`src/rtl/cpu_bus_ram.sv`:
```
// cpu_bus_ram: RAM responder for a 6502-style CPU bus (addr/data/rw).
//
// After reset a byte-serial loader fills the memory while the CPU is held in
// reset. Once the last byte arrives (or the pointer wraps past the top), the
// block releases the CPU and serves bus reads and writes. The bus is sampled
// only on the one-cycle qstb strobe. Read data appears the clk4 cycle after the
// strobe.
//
// Optional feature, macro CPU_BUS_RAM_WP_EN: CPU writes to offsets below
// WP_TOP are rejected and pulse wp_err. Loader writes are never protected.
// With the macro undefined, every RUN write is performed and wp_err stays 0.
//
// Ports:
//   clk4      fast clock; all state changes on its rising edge
//   n_reset   asynchronous active-low reset
//   qstb      bus sample strobe, one clk4 cycle per CPU cycle
//   addr      CPU address
//   rw        1 = CPU read, 0 = CPU write
//   data_in   bus write data
//   data_out  read data toward the bus
//   data_oe   drive enable for data_out
//   cpu_hold  1 while loading; keeps the CPU in reset
//   ld_valid  loader byte valid
//   ld_data   loader byte
//   ld_last   marks the final loader byte
//   ld_ready  loader may transfer
//   ld_start  pulse in RUN: restart loading from offset 0
//   wp_err    one-cycle pulse on a rejected CPU write

module cpu_bus_ram #(
    parameter int unsigned AW     = 7,
    parameter logic [15:0] BASE   = 16'h0000,
    parameter int unsigned WP_TOP = 16
) (
    input  logic        clk4,
    input  logic        n_reset,
    input  logic        qstb,
    input  logic [15:0] addr,
    input  logic        rw,
    input  logic [7:0]  data_in,
    output logic [7:0]  data_out,
    output logic        data_oe,
    output logic        cpu_hold,
    input  logic        ld_valid,
    input  logic [7:0]  ld_data,
    input  logic        ld_last,
    output logic        ld_ready,
    input  logic        ld_start,
    output logic        wp_err
);

    localparam int unsigned Depth = 2 ** AW;

`ifdef CPU_BUS_RAM_WP_EN
    localparam bit WpEn = 1'b1;
`else
    localparam bit WpEn = 1'b0;
`endif

    typedef enum logic [0:0] {
        StLoad,
        StRun
    } state_e;

    state_e          state_q, state_d;
    logic [AW-1:0]   ptr_q, ptr_d;
    logic [7:0]      dout_q, dout_d;
    logic            oe_q, oe_d;
    logic            wp_err_q, wp_err_d;

    logic [7:0]      mem_q [Depth];
    logic            mem_we;
    logic [AW-1:0]   mem_waddr;
    logic [7:0]      mem_wdata;

    logic            sel;
    logic [AW-1:0]   offset;
    logic            wp_block;

    assign sel    = (addr[15:AW] == BASE[15:AW]);
    assign offset = addr[AW-1:0];

    // Constant-folds to 0 when the protection feature is not compiled in.
    assign wp_block = WpEn && (32'(offset) < WP_TOP);

    // Next-state, memory write port and read-data capture.
    always_comb begin
        state_d   = state_q;
        ptr_d     = ptr_q;
        dout_d    = dout_q;
        oe_d      = oe_q;
        wp_err_d  = 1'b0;
        mem_we    = 1'b0;
        mem_waddr = ptr_q;
        mem_wdata = ld_data;

        unique case (state_q)
            StLoad: begin
                // ld_ready is 1 throughout LOAD, so ld_valid alone is a transfer.
                // The CPU bus is ignored entirely here.
                if (ld_valid) begin
                    mem_we = 1'b1;
                    ptr_d  = ptr_q + AW'(1);
                    if (ld_last || (ptr_q == {AW{1'b1}})) begin
                        state_d = StRun;
                    end
                end
            end

            StRun: begin
                if (ld_start) begin
                    // A reload request takes priority over a strobe in the same cycle.
                    state_d = StLoad;
                    ptr_d   = '0;
                    oe_d    = 1'b0;
                end else if (qstb) begin
                    if (!sel) begin
                        oe_d = 1'b0;
                    end else if (rw) begin
                        dout_d = mem_q[offset];
                        oe_d   = 1'b1;
                    end else begin
                        oe_d = 1'b0;
                        if (wp_block) begin
                            wp_err_d = 1'b1;
                        end else begin
                            mem_we    = 1'b1;
                            mem_waddr = offset;
                            mem_wdata = data_in;
                        end
                    end
                end
            end

            default: begin
                state_d = StLoad;
            end
        endcase
    end

    always_ff @(posedge clk4 or negedge n_reset) begin
        if (!n_reset) begin
            state_q  <= StLoad;
            ptr_q    <= '0;
            dout_q   <= 8'h00;
            oe_q     <= 1'b0;
            wp_err_q <= 1'b0;
        end else begin
            state_q  <= state_d;
            ptr_q    <= ptr_d;
            dout_q   <= dout_d;
            oe_q     <= oe_d;
            wp_err_q <= wp_err_d;
        end
    end

    // Storage is deliberately not reset: a partial load keeps its bytes.
    always_ff @(posedge clk4) begin
        if (mem_we) begin
            mem_q[mem_waddr] <= mem_wdata;
        end
    end

    assign ld_ready = (state_q == StLoad);
    assign cpu_hold = (state_q == StLoad);
    assign data_out = dout_q;
    // Gated by live rw so the drive releases the moment the CPU turns the bus around.
    assign data_oe  = oe_q & rw & (state_q == StRun);
    assign wp_err   = wp_err_q;

endmodule

```
`config.mk`:
```
export PLATFORM = sky130hd
export DESIGN_NAME = cpu_bus_ram
export DESIGN_NICKNAME = d
export VERILOG_FILES = /design/src/rtl/cpu_bus_ram.sv
export SDC_FILE = /design/constraint.sdc
export NUM_CORES = 1
export LEC_CHECK = 0
export ABC_AREA = 0
export BUFFER_PORTS_ARGS = -buffer_cell sky130_fd_sc_hd__clkbuf_2
export CAP_MARGIN = 20
export CORE_AREA = 4 4 267 269
export DETAILED_ROUTE_END_ITERATION = 7
export DIE_AREA = 0 0 271 273
export PLACE_DENSITY = 0.76
export SETUP_SLACK_MARGIN = 0.5
export SYNTH_ARGS = -nofsm -noshare
export SYNTH_HDL_FRONTEND = slang
export SYNTH_SLANG_ARGS = --single-unit
```
`constraint.sdc`:
```
create_clock -name clk4 -period 4 [get_ports clk4]
set_clock_uncertainty 0.15 [all_clocks]
set_input_delay 0.2 -clock clk4 [delete_from_list [all_inputs] [get_ports clk4]]
set_output_delay 0.2 -clock clk4 [all_outputs]
set_load 0.005 [all_outputs]
```
==> impl_metrics.json, run 1 <==
{
  "grt.total_usage": 0.272,
  "cp.arrival_ns": 3.65,
  "gp_congestion": 0.903,
  "finalWirelength_um": 101000,
  "ys_async_sr_fraction": 0.0163,
  "io_pins": 51,
  "slowest_stage": "or4_1",
  "fillers": 4173,
  "routed_via_density": 6.60,
  "hold_path_class": "in2reg",
  "yosysWarnings": 0,
  "ys_dominant_reg_cell": "edfxtp_1",
  "drtAntennaViolNets": 0,
  "slew_headroom": 0.203,
  "synth_commonest_cells": "1024 x edfxtp_1, 248 x mux2i_1, 142 x nor2_1",
  "period_minus_slack_ns": 3.52,
  "clock_path_buffers": 3,
  "area_growth_pct": 14.0,
  "synth_edf_count": 1024,
  "synth_compound_area_frac": 0.0541,
  "die_h_um": 273,
  "yosys.area.top_type": "edfxtp_1",
  "start_kind": "register",
  "cts_made_buffers": 95,
  "cts_setup_buffers": 0,
  "grt_pass1_wl_um": 149000,
  "std_cell_rows": 96,
  "nets": 2414,
  "die_width_um": 271,
  "syn_nets": 2204,
  "synthTopCellsByArea": "edfxtp_1 75%, mux4_2 7.4%, mux2i_1 6.1%",
  "status": "finished clean",
  "yosys.area_share.xor_xnor": 0.000642,
  "design.die.area_sq_um": 74000,
  "syn_area_sq_um": 40900,
  "yosysMostFrequentCell": "edfxtp_1",
  "seq_area_frac_synth": 0.762,
  "synth.ff_latch_count": 1041,
  "synth_top_area_share": 0.752,
  "cts_sinks": 1041,
  "critical_path.cell_chain": "nand4bb_1 -> or4_1 -> buf_4 -> o21ai_1 -> nand2_1 -> nor2_1",
  "first_pass_iters": 6,
  "register_area_sq_um": 31200,
  "grt_pass1_vias": 22444,
  "tritoncts": "done",
  "muxShareOfSynthArea": 0.136,
  "core-area_sq_um": 68600,
  "antenna_cells": 0,
  "drc": 0,
  "crit_type": "reg2reg",
  "critPathMaxFanout": 23,
  "drtIter0Drc": 3353,
  "crit_buf_inv": 1,
  "maxCapViolations": 0,
  "finalHoldViolations": 0,
  "grt_busiest_layer": "met2",
  "synth.avg_cell_area_sq_um": 18.9,
  "layout-drive-gt1-share": 0.226,
  "yosys.area_share.simple": 0.0318,
  "synth_top_family_by_area": "multiplexers",
  "worst_slew_pin_slew_ns": 1.20,
  "setup_viol_count_final": 0,
  "initial_utilization": 0.596,
  "globalRouteMet3Util": 0.0650,
  "cts.clk_slew.worst_paths_ns": 0.06,
  "overflow": 0,
  "finalMaxSlewViolations": 0,
  "fmax_ghz": 0.284,
  "grt_max_degree": 129,
  "irDropWorstVdd_v": 0.000323,
  "max_stage_delay_ns": 0.68,
  "clk_latency_ns": 0.66,
  "use_met2": 0.422,
  "htree_levels": 3,
  "synth_fa_ha_area_frac": 0.000306,
  "worstPathRequired_ns": 4.13,
  "hold_slack_ns": 0.0551,
  "leakagePower_nw": 15.5,
  "fin_crit_sh": 0.881,
  "p_per_area_nw_per_um2": 480,
  "worstSetupEndpointType": "register",
  "fin_setup_tns_ns": 0,
  "vias": 22321,
  "port_buffers": 49,
  "ys_types": 53,
  "root_buffer": "clkbuf_16",
  "cp_top_family": "simple AND/OR/NAND/NOR gates",
  "antenna_found_initial": 0,
  "multi_input_area_sq_um": 9290,
  "wl_per_cell_um": 29.7,
  "hpwl_um": 61500,
  "netlist_instances": 2164,
  "met1_usage": 0.390,
  "rsz0062_at_grt": "true"
}
## worst register-to-register path: stages, from the launching register on
cell and delay (ns):
dfrtp_1 0.36, nand4bb_1 0.26, or4_1 0.68, buf_4 0.31, o21ai_1 0.45, nand2_1 0.33
nor2_1 0.61
## sequential cells by signal (all words and copies together), names as in the netlist
name	flops
state_q	1
mem_q	1024
oe_q	1
ptr_q	7
data_out	8
## worst paths after layout
check	to	cells after the start	slack, ns	start
hold reg to reg	data_out[6]	2	0.51	data_out[6]
min in group asynchronous	data_out[2]	3	0.60	n_reset
setup reg to reg	mem_q[124][0]	6	0.48	state_q
hold / removal	mem_q[60][0]	4	0.06	ld_data[0]
max in group asynchronous	data_out[1]	3	2.56	n_reset
setup / recovery	mem_q[124][0]	6	0.48	state_q
## what timing repair did
item,CTS,global route
setup endpoints to repair,15,160
resized for setup,3,15
hold buffers,12,0
endpoints found under the hold margin,68,0
gates cloned,0,0
## metrics by stage
stage / std cells / setup slack [ns] / cell area [sq um] / util / total power [mW]
3_5_place_dp: 3195 / 0.203 / 43400 / 0.633 / 13.7
6_report: 3382 / 0.477 / 46700 / 0.680 / 22.4
2_1_floorplan: 2164 / 0.899 / 40900 / - / 13.1
5_1_grt: 3382 / 0.336 / 46700 / 0.680 / 23.0
3_3_place_gp: 3195 / 0.304 / 43400 / 0.633 / 13.6
4_1_cts: 3381 / 0.516 / 46600 / 0.679 / 22.5
## placed cells by master (no fill, tap or decap), types with 5 or more instances in the layout
master,n
nand2_4,8
edfxtp_1,1024
dlygate4sd3_1,12
a22o_1,17
o21ai_0,6
nor2b_1,15
mux2i_1,248
nand3_1,7
clkinv_2,18
o22ai_1,26
clkbuf_2,47
a22oi_1,116
clkbuf_1,21
a221oi_1,26
dfrtp_1,17
buf_4,166
bufinv_16,8
nand2_1,55
nor2_1,122
nand2b_1,5
o21ai_1,5
a21oi_1,76
clkbuf_16,100
a211oi_1,10
mux4_2,134
clkinv_1,23
nor4_1,17
buf_12,16
or2_2,7
a2111o_1,6
nor2_2,19
nand3b_1,5
## where the power goes
group / leakage (nW) / total, mW / switching, mW / internal, mW
registers: 9.44 / 12.1 / 0.0534 / 12.0
clock network: 1.49 / 8.91 / 3.84 / 5.07
logic: 4.56 / 1.39 / 0.923 / 0.469
total: 15.5 / 22.4 / 4.82 / 17.6
## kinds of logic after synthesis
family / Yosys count
other: 1
flip-flops: 1041
multiplexers: 387
AND/OR/NAND/NOR: 285
adder cells (fa/ha/maj): 1
XOR/XNOR: 3
AO/OA/AOI/OAI: 311
buffers and inverters: 135
## per-layer routing
metal / vias to the layer above / routed length, um
met3: 220 / 12200
met5: - / 0
li1: 9256 / -
met4: 0 / 3190
met1: 11324 / 37700
met2: 1521 / 47400
## final cells by class
type	count	share of cell area
tap	931	0.0250
inverter	4	0.000322
clock inverter	53	0.00979
clock buffer	121	0.0553
multi-input combinational	988	0.199
sequential	1041	0.668
timing repair buffer	244	0.0423
(Power assumes the default switching activity.)
==> run 2, diff against run 1 <==
CORE_AREA = 4 4 292 294   (was 4 4 267 269)
DIE_AREA = 0 0 296 298   (was 0 0 271 273)
PLACE_DENSITY = default   (was 0.76)
RECOVER_POWER = 100   (was default)
==> run 2 against run 1 <==
Against the previous run:
- the flow now finishes with violations (capacitance limit, slew limit)
- fmax shrank 6.5%
- die area grew 19%
- wire length grew 2.1%
- register-to-register slack lost 0.25 ns
- via count shrank 2.3%
- utilization shrank 12 points
- first-iteration DRC count shrank 34%
- worst setup slack lost 0.25 ns
- critical path depth grew 2
==> impl_metrics.json, run 2 (synthesized netlist as in run 1, its figures left out) <==
{
  "crit_type": "reg2reg",
  "final_common_cell": "edfxtp_1",
  "fillers": 6266,
  "io_pins": 51,
  "core-area_sq_um": 82900,
  "setup_viol_count_final": 0,
  "cp.arrival_ns": 4.00,
  "critPathMaxFanout": 11,
  "routed_via_density": 6.16,
  "cp_top_family": "simple AND/OR/NAND/NOR gates",
  "antenna_found_initial": 1,
  "pwr-share-clk": 0.425,
  "clk_latency_ns": 0.66,
  "hold_depth": 5,
  "antenna_cells": 0,
  "grt_pass1_vias": 21953,
  "register_area_sq_um": 31200,
  "hpwl_um": 63600,
  "holdPathEnd": "data_out[1]",
  "irDropWorstVdd_v": 0.000418,
  "initial_utilization": 0.494,
  "finalMaxSlewViolations": 548,
  "max_stage_delay_ns": 0.78,
  "htree_levels": 3,
  "pwr-share-seq": 0.517,
  "worstSetupEndpointType": "register",
  "worst_slew_pin_slew_ns": 1.64,
  "fin_setup_tns_ns": 0,
  "switching_share": 0.216,
  "grt_pass1_wl_um": 151000,
  "worstReg2RegStart": "state_q",
  "setup_ws_ns": 0.231,
  "cpMostUsedCell": "nor2_1",
  "leakagePower_nw": 15.2,
  "slew_headroom": -0.0926,
  "finalWirelength_um": 103000,
  "cts.clk_slew.worst_paths_ns": 0.06,
  "design.die.area_sq_um": 88200,
  "combPwrFrac": 0.058,
  "vias": 21808,
  "gp_congestion": 0.852,
  "min_from": "rw",
  "rrSetupSlack_ns": 0.23,
  "stdcell_count": 3543,
  "hold_path_class": "in2reg",
  "mostFrequentLayoutCells": "1024 x edfxtp_1, 249 x mux2i_1, 140 x nor2_1",
  "root_buffer": "clkbuf_16",
  "die_h_um": 298,
  "wl_per_cell_um": 29.0,
  "drc": 0,
  "tritoncts": "done",
  "slowest_stage": "a31oi_4",
  "p_switching_mw": 5.05,
  "p_per_area_nw_per_um2": 500,
  "nets": 2416,
  "maxCapViolations": 6,
  "violations": "capacitance limit, slew limit",
  "cellInternalPower_mw": 18.4,
  "fmax_ghz": 0.265,
  "area_growth_pct": 14.3,
  "rsz0062_at_grt": "true",
  "multi_input_area_sq_um": 9230,
  "critical_path.cell_chain": "nand4bb_1 -> or4_1 -> mux2i_1 -> nor2_1 -> a31oi_4 -> clkbuf_1 -> nor2_1 -> clkbuf_2",
  "grt_max_degree": 117,
  "cts_sinks": 1041,
  "overflow": 0,
  "period_minus_slack_ns": 3.77,
  "port_buffers": 49,
  "fin_crit_sh": 0.942,
  "start_kind": "register",
  "drtAntennaViolNets": 0,
  "p_total_mw": 23.4,
  "status": "finished with violations",
  "top_register": "mem_q",
  "layout-drive-gt1-share": 0.182,
  "r2r_end": "mem_q[87][5]",
  "crit_buf_inv": 2,
  "cts_setup_buffers": 0,
  "pre_cts_ws_ns": 0.110,
  "drtIter0Drc": 2220,
  "grt.total_usage": 0.234,
  "finalHoldViolations": 0,
  "die_width_um": 296,
  "ff2ff_path_depth": 8,
  "first_pass_iters": 5,
  "numPlacedInstances": 3332,
  "std_cell_rows": 106,
  "largest_reg_flops": 1024,
  "clock_path_buffers": 3,
  "cts_made_buffers": 106,
  "worstPathRequired_ns": 4.23
}
run 2: cell types whose count changed in the layout (fill, tap and decap cells not counted), sizes merged:
cell and delta:
clkinv +9, clkbuf +116, dlygate4sd3 +4, buf -125, inv +1, bufinv +7
run 2: layout make-up:
class | instances | share of cell area
clock inverter | 70 | 0.0165
sequential | 1041 | 0.666
tap | 1080 | 0.0289
inverter | 4 | 0.000321
timing repair buffer | 235 | 0.0318
multi-input combinational | 988 | 0.197
clock buffer | 125 | 0.0587
run 2: metal layers:
metal | share of wire | GRT usage | up-vias
met5 | 0.00013 | 0 | -
li1 | - | - | 9287
met4 | 0.029 | 0.0687 | 2
met1 | 0.42 | 0.339 | 11365
met2 | 0.47 | 0.369 | 983
met3 | 0.076 | 0.0424 | 171
run 2: timing repair:
item,in CTS,in global routing
setup endpoints to repair,70,175
hold endpoints to repair,68,0
resized for setup,3,9
hold buffers,16,0
run 2: worst max path at each step:
stage	to	from	depth (start not counted)	slack, ns
2_1_floorplan	mem_q[109][0]	addr[10]	8	0.90
5_1_grt	mem_q[19][3]	state_q	8	0.17
4_1_cts	mem_q[77][5]	state_q	7	0.43
3_3_place_gp	mem_q[82][7]	addr[10]	7	0.20
3_5_place_dp	mem_q[72][7]	addr[10]	8	0.11
6_report	mem_q[87][5]	state_q	8	0.23
run 2: worst reg2reg max path: stages (launching register included):
cell and delay [ns]:
dfrtp_1 0.35, nand4bb_1 0.23, or4_1 0.67, mux2i_1 0.45, nor2_1 0.18, a31oi_4 0.78
clkbuf_1 0.36, nor2_1 0.08, clkbuf_2 0.24
run 2: power groups by stage:
stage / Combinational (mW) / Clock, mW / Sequential (mW)
finish: 1.36 / 9.95 / 12.1
global route: 1.43 / 10.6 / 12.1
CTS: 1.39 / 10.1 / 12.1
detailed placement: 1.37 / 0 / 12.3
global placement: 1.35 / 0 / 12.3
floorplan: 0.762 / 0 / 12.3
run 2: metrics by stage:
step | hold WS [ns] | util | instance area (sq um)
global route | 0.0624 | 0.564 | 46800
detailed placement | 0.00459 | 0.526 | 43600
global placement | 0.00158 | 0.526 | 43600
CTS | 0.00830 | 0.570 | 47300
finish | 0.0584 | 0.564 | 46800
floorplan | -0.246 | - | 40900
==> run 3, diff against run 2 <==
--- a/config.mk
+++ b/config.mk
@@ -12,4 +12,5 @@
 export DETAILED_ROUTE_END_ITERATION = 7
 export DIE_AREA = 0 0 296 298
+export HOLD_SLACK_MARGIN = 0.02
 export RECOVER_POWER = 100
 export SETUP_SLACK_MARGIN = 0.5
==> constraint.sdc (replaced) <==
create_clock -name clk4 -period 4 [get_ports clk4]
set_clock_uncertainty 0.15 [all_clocks]
set_input_delay 1.2 -clock clk4 [delete_from_list [all_inputs] [get_ports clk4]]
set_output_delay 1.2 -clock clk4 [all_outputs]
set_load 0.005 [all_outputs]
==> run 3 against run 2 <==
Against the previous run:
- the flow now finishes without violations
- register-to-register slack gained 0.48 ns
- critical path type is now in2reg
- utilization grew 2.5 points
- highest routed layer is now met4
- clock-buffer cell count grew 7
==> impl_metrics.json, run 3 (synthesized netlist as in run 1, its figures left out) <==
{
  "status": "finished clean",
  "initial_utilization": 0.494,
  "cts_made_buffers": 105,
  "die_width_um": 296,
  "worstSetupEndpointType": "register",
  "finalHoldViolations": 0,
  "fin_crit_sh": 0.924,
  "setup_viol_count_final": 0,
  "port_buffers": 49,
  "drtAntennaViolNets": 0,
  "top_register": "mem_q",
  "maxCapViolations": 0,
  "layout-drive-gt1-share": 0.260,
  "nets": 2543,
  "overflow": 0,
  "p_total_mw": 23.2,
  "std_cell_rows": 106,
  "drtIter0Drc": 2318,
  "fin_setup_tns_ns": 0,
  "hold_path_class": "reg2reg",
  "core-area_sq_um": 82900,
  "rsz0062_at_grt": "true",
  "register_area_sq_um": 31200,
  "die_h_um": 298,
  "antenna_found_initial": 1,
  "p_per_area_nw_per_um2": 474,
  "final_common_cell": "edfxtp_1",
  "drc": 0,
  "cts_hold_buf": 0,
  "htree_levels": 3,
  "hold_slack_ns": 0.338,
  "cp.arrival_ns": 3.91,
  "cts_sinks": 1041,
  "vias": 21876,
  "cts.clk_slew.worst_paths_ns": 0.07,
  "worstPathRequired_ns": 4.21,
  "worst_slew_pin_slew_ns": 1.14,
  "grt_pass1_wl_um": 149000,
  "slew_headroom": 0.243,
  "leakagePower_nw": 16.4,
  "io_pins": 51,
  "routed_via_density": 5.96,
  "fillers": 6097,
  "tritoncts": "done",
  "design.die.area_sq_um": 88200,
  "gp_congestion": 0.861,
  "clk_latency_ns": 0.67,
  "finish.instance_area_sq_um": 48800,
  "clock_path_buffers": 3,
  "largest_reg_flops": 1024,
  "hpwl_um": 65800,
  "wl_per_cell_um": 27.7,
  "start_kind": "input pin",
  "period_minus_slack_ns": 3.70,
  "area_growth_pct": 19.4,
  "first_pass_iters": 6,
  "finalMaxSlewViolations": 0,
  "placed_cell_area_sq_um": 45800,
  "irDropWorstVdd_v": 0.000328,
  "mostFrequentLayoutCells": "1024 x edfxtp_1, 248 x mux2i_1, 189 x buf_4",
  "grt_pass1_vias": 22209,
  "multi_input_area_sq_um": 9380,
  "grt_max_degree": 129,
  "root_buffer": "clkbuf_16",
  "fmax_ghz": 0.271,
  "grt.total_usage": 0.231,
  "finalWirelength_um": 102000,
  "crit_type": "in2reg",
  "critPathMaxFanout": 8
}
-- run 3: cell count changes in the layout (fill, tap and decap cells not counted), sizes merged, moves of 2 or more --
| cell | change |
|---|---|
| bufinv | -4 |
| buf | +218 |
| dlygate4sd3 | -16 |
| clkbuf | -67 |
| clkinvlp | +2 |
| clkinv | -7 |
-- run 3: per-stage QoR --
step / setup WS [ns] / std cells / utilization
final: 0.304 / 3671 / 0.589
after global routing: 0.254 / 3670 / 0.589
after CTS: 0.534 / 3669 / 0.594
after detailed placement: -0.161 / 3475 / 0.552
after global placement: -0.178 / 3475 / 0.552
after floorplan: 0.0268 / 2164 / -
-- run 3: routing by layer --
| layer | wire length (um) | track usage | up-vias |
|---|---|---|---|
| li1 | - | - | 9544 |
| met1 | 42200 | 0.331 | 11409 |
| met4 | 2940 | 0.0629 | 0 |
| met5 | 0 | 0 | - |
| met2 | 49400 | 0.375 | 759 |
| met3 | 6980 | 0.0360 | 164 |
-- run 3: layout make-up --
cell class                 count  share of cell area
sequential                  1041               0.638
multi-input combinational    988               0.192
timing repair buffer         363              0.0721
clock buffer                 132              0.0559
tap                         1080              0.0277
clock inverter                62              0.0139
inverter                       4            0.000307
antenna                        1           0.0000512
-- run 3: what timing repair did --
| item | in CTS | in global routing |
|---|---|---|
| setup endpoints to repair | 0 | 54 |
| gates resized for setup | 0 | 13 |
| buffers inserted | 0 | 1 |
-- run 3: worst max-delay path: stages --
cell,delay (ns)
clkbuf_1,0.09
or4_1,0.53
or4_1,0.77
mux2i_4,0.31
clkbuf_1,0.16
a21oi_4,0.21
buf_4,0.31
nor2_1,0.08
clkbuf_2,0.23
-- run 3: worst paths after layout --
check | to | from | cells after the start | slack, ns
worst max-delay path | mem_q[104][5] | addr[10] | 9 | 0.30
worst min register to register | oe_q | oe_q | 2 | 0.34
max in group asynchronous | data_out[0] | n_reset | 1 | 2.45
worst min-delay path | oe_q | oe_q | 2 | 0.34
min in group asynchronous | state_q | n_reset | 1 | 0.56
worst max register to register | mem_q[104][5] | state_q | 8 | 0.71
-- run 3: where the power goes --
| group | leakage, nW | switching, mW | internal, mW |
|---|---|---|---|
| Clock | 1.65 | 4.05 | 5.57 |
| Sequential | 9.44 | 0.0565 | 12.0 |
| Combinational | 5.29 | 0.914 | 0.539 |
